### src/rtl/pe_param.sv
// Parametrised systolic processing element: two operand FIFOs, a four-stage
// multiply/accumulate pipeline with stall, rounding right-shift and saturation.

module pe_param_fifo #(
    parameter int DW    = 16,
    parameter int DEPTH = 4
) (
    input  logic          clk,
    input  logic          rst_n,
    input  logic [DW-1:0] din_i,
    input  logic          we_i,
    input  logic          pop_i,
    output logic          full_o,
    output logic          empty_o,
    output logic [DW-1:0] dout_o,
    output logic          drop_o
);
    localparam int PW = $clog2(DEPTH);

    logic [DW-1:0] mem_q [DEPTH];
    logic [PW-1:0] wr_ptr_q, rd_ptr_q;
    logic [PW:0]   cnt_q, cnt_d;
    logic          push;

    assign full_o  = (cnt_q == (PW+1)'(DEPTH));
    assign empty_o = (cnt_q == '0);
    assign push    = we_i & ~full_o;
    assign drop_o  = we_i & full_o;
    assign dout_o  = mem_q[rd_ptr_q];

    always_comb begin
        cnt_d = cnt_q;
        case ({push, pop_i})
            2'b10:   cnt_d = cnt_q + (PW+1)'(1);
            2'b01:   cnt_d = cnt_q - (PW+1)'(1);
            default: cnt_d = cnt_q;
        endcase
    end

    always_ff @(posedge clk or negedge rst_n) begin
        if (!rst_n) begin
            wr_ptr_q <= '0;
            rd_ptr_q <= '0;
            cnt_q    <= '0;
        end else begin
            if (push)  wr_ptr_q <= wr_ptr_q + PW'(1);
            if (pop_i) rd_ptr_q <= rd_ptr_q + PW'(1);
            cnt_q <= cnt_d;
        end
    end

    // Storage needs no reset; the pointers define which words are live.
    always_ff @(posedge clk) begin
        if (push) mem_q[wr_ptr_q] <= din_i;
    end
endmodule

module pe_param #(
    parameter int DW    = 16,
    parameter int AW    = 40,
    parameter int DEPTH = 4,
    parameter int CW    = 8
) (
    input  logic          clk,
    input  logic          rst_n,
    input  logic [DW-1:0] a_in,
    input  logic          a_we,
    input  logic [DW-1:0] b_in,
    input  logic          b_we,
    output logic          a_full,
    output logic          b_full,
    input  logic          start,
    input  logic [CW-1:0] len,
    input  logic [5:0]    shamt,
    input  logic          stall,
    output logic [DW-1:0] a_out,
    output logic [DW-1:0] b_out,
    output logic          ab_valid,
    output logic          start_next,
    output logic [DW-1:0] s_out,
    output logic          s_valid,
    output logic          sat,
    output logic          ovf
);
    localparam logic signed [AW:0] SMAX = {{(AW-DW+2){1'b0}}, {(DW-1){1'b1}}};
    localparam logic signed [AW:0] SMIN = {{(AW-DW+2){1'b1}}, {(DW-1){1'b0}}};

    logic                 a_empty, b_empty, a_drop, b_drop, fire;
    logic [DW-1:0]        a_dout, b_dout;

    logic                 s1_vld_q, s2_vld_q, pe_vld_q, s_vld_q;
    logic signed [DW-1:0] opa_q, opb_q;
    logic signed [2*DW-1:0] p_q;
    logic signed [AW-1:0] pe_q, acc_q;
    logic [CW-1:0]        cnt_q, len_r_q;
    logic [5:0]           shamt_r_q;
    logic [DW-1:0]        s_out_q;
    logic                 sat_q, ovf_q, start_next_q;

    logic signed [AW-1:0] sum_w;
    logic signed [AW:0]   sum_x, rnd_x, shf_x;
    logic [DW-1:0]        res_w;
    logic                 sat_w;

    assign fire = ~a_empty & ~b_empty & ~stall & ~start;

    pe_param_fifo #(.DW(DW), .DEPTH(DEPTH)) u_fifo_a (
        .clk     (clk),
        .rst_n   (rst_n),
        .din_i   (a_in),
        .we_i    (a_we),
        .pop_i   (fire),
        .full_o  (a_full),
        .empty_o (a_empty),
        .dout_o  (a_dout),
        .drop_o  (a_drop)
    );

    pe_param_fifo #(.DW(DW), .DEPTH(DEPTH)) u_fifo_b (
        .clk     (clk),
        .rst_n   (rst_n),
        .din_i   (b_in),
        .we_i    (b_we),
        .pop_i   (fire),
        .full_o  (b_full),
        .empty_o (b_empty),
        .dout_o  (b_dout),
        .drop_o  (b_drop)
    );

    // Operand, product and sign-extended product stages; start discards in-flight pairs.
    always_ff @(posedge clk or negedge rst_n) begin
        if (!rst_n) begin
            s1_vld_q <= 1'b0;
            s2_vld_q <= 1'b0;
            pe_vld_q <= 1'b0;
            opa_q    <= '0;
            opb_q    <= '0;
            p_q      <= '0;
            pe_q     <= '0;
        end else if (start) begin
            s1_vld_q <= 1'b0;
            s2_vld_q <= 1'b0;
            pe_vld_q <= 1'b0;
        end else if (!stall) begin
            s1_vld_q <= fire;
            s2_vld_q <= s1_vld_q;
            pe_vld_q <= s2_vld_q;
            if (fire) begin
                opa_q <= a_dout;
                opb_q <= b_dout;
            end
            if (s1_vld_q) p_q  <= (2*DW)'(opa_q) * (2*DW)'(opb_q);
            if (s2_vld_q) pe_q <= AW'(p_q);
        end
    end

    // Rounding is done one bit wider than the accumulator so the bias cannot wrap.
    always_comb begin
        sum_w = acc_q + pe_q;
        sum_x = {sum_w[AW-1], sum_w};
        rnd_x = '0;
        if (shamt_r_q != 6'd0) rnd_x = (AW+1)'(1) << (shamt_r_q - 6'd1);
        shf_x = (sum_x + rnd_x) >>> shamt_r_q;
        res_w = shf_x[DW-1:0];
        sat_w = 1'b0;
        if (shf_x > SMAX) begin
            res_w = SMAX[DW-1:0];
            sat_w = 1'b1;
        end else if (shf_x < SMIN) begin
            res_w = SMIN[DW-1:0];
            sat_w = 1'b1;
        end
    end

    always_ff @(posedge clk or negedge rst_n) begin
        if (!rst_n) begin
            acc_q     <= '0;
            cnt_q     <= '0;
            len_r_q   <= '0;
            shamt_r_q <= '0;
            s_vld_q   <= 1'b0;
            s_out_q   <= '0;
            sat_q     <= 1'b0;
        end else if (start) begin
            acc_q     <= '0;
            cnt_q     <= len;
            len_r_q   <= len;
            shamt_r_q <= shamt;
            if (!stall) s_vld_q <= 1'b0;
        end else if (!stall) begin
            s_vld_q <= pe_vld_q && (cnt_q == '0);
            if (pe_vld_q) begin
                if (cnt_q != '0) begin
                    acc_q <= sum_w;
                    cnt_q <= cnt_q - CW'(1);
                end else begin
                    acc_q   <= '0;
                    cnt_q   <= len_r_q;
                    s_out_q <= res_w;
                    sat_q   <= sat_w;
                end
            end
        end
    end

    always_ff @(posedge clk or negedge rst_n) begin
        if (!rst_n) begin
            ovf_q        <= 1'b0;
            start_next_q <= 1'b0;
        end else begin
            start_next_q <= start;
            if (start)                ovf_q <= 1'b0;
            else if (a_drop | b_drop) ovf_q <= 1'b1;
        end
    end

    // Strobes are held in their stage registers during stall and shown once afterwards.
    assign a_out      = opa_q;
    assign b_out      = opb_q;
    assign ab_valid   = s1_vld_q & ~stall;
    assign s_valid    = s_vld_q & ~stall;
    assign s_out      = s_out_q;
    assign sat        = sat_q & s_valid;
    assign ovf        = ovf_q;
    assign start_next = start_next_q;
endmodule

### config.mk
export PLATFORM = sky130hd
export DESIGN_NAME = pe_param
export DESIGN_NICKNAME = d
export VERILOG_FILES = /design/src/rtl/pe_param.sv
export SDC_FILE = /design/constraint.sdc
export NUM_CORES = 2
export LEC_CHECK = 0
export ABC_CLOCK_PERIOD_IN_PS = 10050
export CELL_PAD_IN_SITES_DETAIL_PLACEMENT = 1
export CELL_PAD_IN_SITES_GLOBAL_PLACEMENT = 1
export CORE_MARGIN = 4
export CORE_UTILIZATION = 51
export CTS_BUF_LIST = sky130_fd_sc_hd__clkbuf_2 sky130_fd_sc_hd__clkbuf_4 sky130_fd_sc_hd__clkbuf_8
export CTS_CLUSTER_DIAMETER = 40
export DETAILED_ROUTE_END_ITERATION = 10
export PLACE_DENSITY = 0.81
export RECOVER_POWER = 50
export SYNTH_ARGS = -nofsm -noshare
export SYNTH_HDL_FRONTEND = slang
export SYNTH_SLANG_ARGS = --single-unit
### constraint.sdc
create_clock -name clk -period 10.05 [get_ports clk]
set_input_delay 1.5075 -clock clk [delete_from_list [all_inputs] [get_ports clk]]
set_output_delay 1.5075 -clock clk [all_outputs]
set_load 0.02 [all_outputs]
==> flow_summary.toml <==
[logic_synthesis]
synth_nets = 3552
ys_ff_latch = 323
synth_edf_count = 128
yosys_warnings = 0
ys_seq_area_frac = 0.288
syn_area_um2 = 30200
syn_inst = 3061
synth_cell_type_count = 99
async_reset_ff_frac = 0.604
syn_avg_cell_area_um2 = 9.88
ys.flop_type = "dfrtp_1"

[outcome]
violations = "capacitance limit, slew limit"
status = "finished, violations left"

[placed_design]
postPlaceCellArea_um2 = 31800
io_buffers = 106
hpwl_um = 72000
gp_congestion = 0.923

[worst_setup_path]
cp.arrival_ns = 9.51
crit_path_end_kind = "flop"
r2r_start = "pe_q[0]$_DFFE_PN0P_"
crit_fanout = 18
path_common_cell = "a21oi_1"
startpoint = "pe_q[0]$_DFFE_PN0P_"
required_ns = 10.57
slowest_stage = "o21ai_1"
start_kind = "flop"
slowest_delay_ns = 0.56
path_class = "flop to flop"

[sta]
max_freq_mhz = 111
final.setup.tns_ns = 0
slew_violations = 233
rsz0062_at_grt = "false"
setup_viol = 0
worst_pin_slew_ns = 4.50
post-route-min-period_ns = 8.99
skew_ns = 0.0450
hold_viol_final = 0
slew_headroom = -2.00
fin_crit_sh = 0.895

[cts]
cts_buffers = 66
clock_latency_ns = 0.67
htreeDepth = 3
cts_buffer_depth = 3
cts_resized = 0
clk_pin_slew_ns = 0.06
cts_tree = "done"
cts-root-buf = "clkbuf_8"
cts_setup_buffers = 0
hold_buffers = 0
clock_sinks = 323

[routing]
wl_per_cell_um = 25.5
vias = 24488
drt_iter0_markers = 1481
viasPerCell = 6.25
antenna_left = 0
firstDrtPassIters = 5
drc = 0
wirelength_um = 99900

[global_routing]
grt_max_degree = 83
grt.overflow.total = 0
grt_pass1_wl_um = 159000
track_usage = 0.317
grt_pass1_vias = 27433
antenna_found_initial = 2

[floorplan]
die_h_um = 252
fp.dieArea_um2 = 63300
start_util = 0.519
design.core.area_um2 = 58200
rows = 88
die_x_um = 252
ioPinCount = 107

[final_layout]
final_area_um2 = 33300
fillers = 6356
regArea_um2 = 8720
final_cell_mix = "327 x inv_1, 321 x nand2_1, 266 x fa_1"
nets = 3589
multi_input_area_um2 = 19600
drive_gt1_frac = 0.105
syn2layout_area_growth_pct = 10.1
final_common_cell = "inv_1"

[flow_run]
drv_cap = 5

[hold_path]
hold_path.class = "flop to flop"
min-delay-start = "p_q[14]$_DFFE_PN0P_"
-- critical path, delay by kind of cell (launching register included) --
kind                       cells  cell delay (ns)
AOI/OAI and AO/OA             15             3.99
and+or+nand+nor               10             2.76
adders and majority gates      3             1.17
DFF                            1             0.38
buffers and inverters          1             0.34
xor gates and xnor gates       1             0.18
-- cell families after synthesis --
group | Yosys count | synth area share
adders and majority gates | 439 | 0.248
xor gates and xnor gates | 122 | 0.0353
and+or+nand+nor | 866 | 0.138
buffers and inverters | 496 | 0.0645
muxes | 167 | 0.0767
AOI/OAI and AO/OA | 648 | 0.149
DFF | 323 | 0.288
-- metal layers --
| layer | track usage | up-vias | wire length (um) |
|---|---|---|---|
| met5 | 0 | - | 0 |
| met4 | 0.128 | 0 | 4320 |
| met3 | 0.0521 | 295 | 5610 |
| met2 | 0.558 | 931 | 50300 |
| met1 | 0.390 | 12560 | 39600 |
| li1 | - | 10702 | - |
-- path summary, 6_finish.rpt --
check | to | cells past startpoint | slack, ns
max | s_out[8]$_DFFE_PN0P_ | 30 | 1.06
min | p_q[14]$_DFFE_PN0P_ | 2 | 0.48
max reg2reg | s_out[8]$_DFFE_PN0P_ | 30 | 1.06
min reg2reg | p_q[14]$_DFFE_PN0P_ | 2 | 0.48
max in group asynchronous | s_out[15]$_DFFE_PN0P_ | 3 | 2.91
min in group asynchronous | acc_q[34]$_DFFE_PN0P_ | 1 | 2.45
-- flip-flops by register name, summed over array words and instances (netlist names), 3 cells and up --
name	cells
b_out	16
pe_q	32
shamt_r_q	6
u_fifo_a.mem_q	64
u_fifo_b.cnt_q	3
s_out	16
u_fifo_a.cnt_q	3
cnt_q	8
u_fifo_b.mem_q	64
a_out	16
acc_q	40
len_r_q	8
p_q	32
-- cells in the mapped netlist, drive strengths merged, types with 21 or more instances --
library cell | number | area, um2
nor3 | 42 | 231
a31oi | 23 | 144
a21o | 49 | 368
nand2 | 322 | 1210
nand3 | 49 | 255
dfrtp | 195 | 4880
nand2b | 41 | 257
clkbuf | 121 | 457
nand4 | 21 | 131
xnor2 | 80 | 701
o211ai | 33 | 268
nor2 | 173 | 652
edfxtp | 128 | 3840
fa | 266 | 5330
a211oi | 37 | 288
and2 | 122 | 771
mux2 | 85 | 957
mux4 | 43 | 972
o21ai | 146 | 734
and3 | 22 | 148
ha | 173 | 2160
mux2i | 39 | 390
xor2 | 42 | 368
a22o | 38 | 333
a21oi | 140 | 802
buf | 45 | 255
inv | 329 | 1230
-- area by class of cell --
cell class              count  area share
repair buffers            135      0.0376
diodes                      2    0.000150
multi-input cells        2242       0.588
inverters                 330      0.0372
well taps                 765      0.0287
clock inverters            34      0.0131
clock buffers              87      0.0333
flip-flops and latches    323       0.262
-- stage by stage --
step                      utilization  cells  setup WS, ns  hold slack, ns
after floorplan                     -   3061          2.73           0.443
after global placement          0.546   3795          1.37           0.458
after detailed placement        0.546   3795          1.28           0.467
after CTS                       0.572   3916          1.16           0.483
after global routing            0.572   3917         0.495           0.508
final                           0.572   3918          1.06           0.475
Power is not shown: default switching activity piles up to over one toggle a cycle in this logic, so the estimate is an artifact.
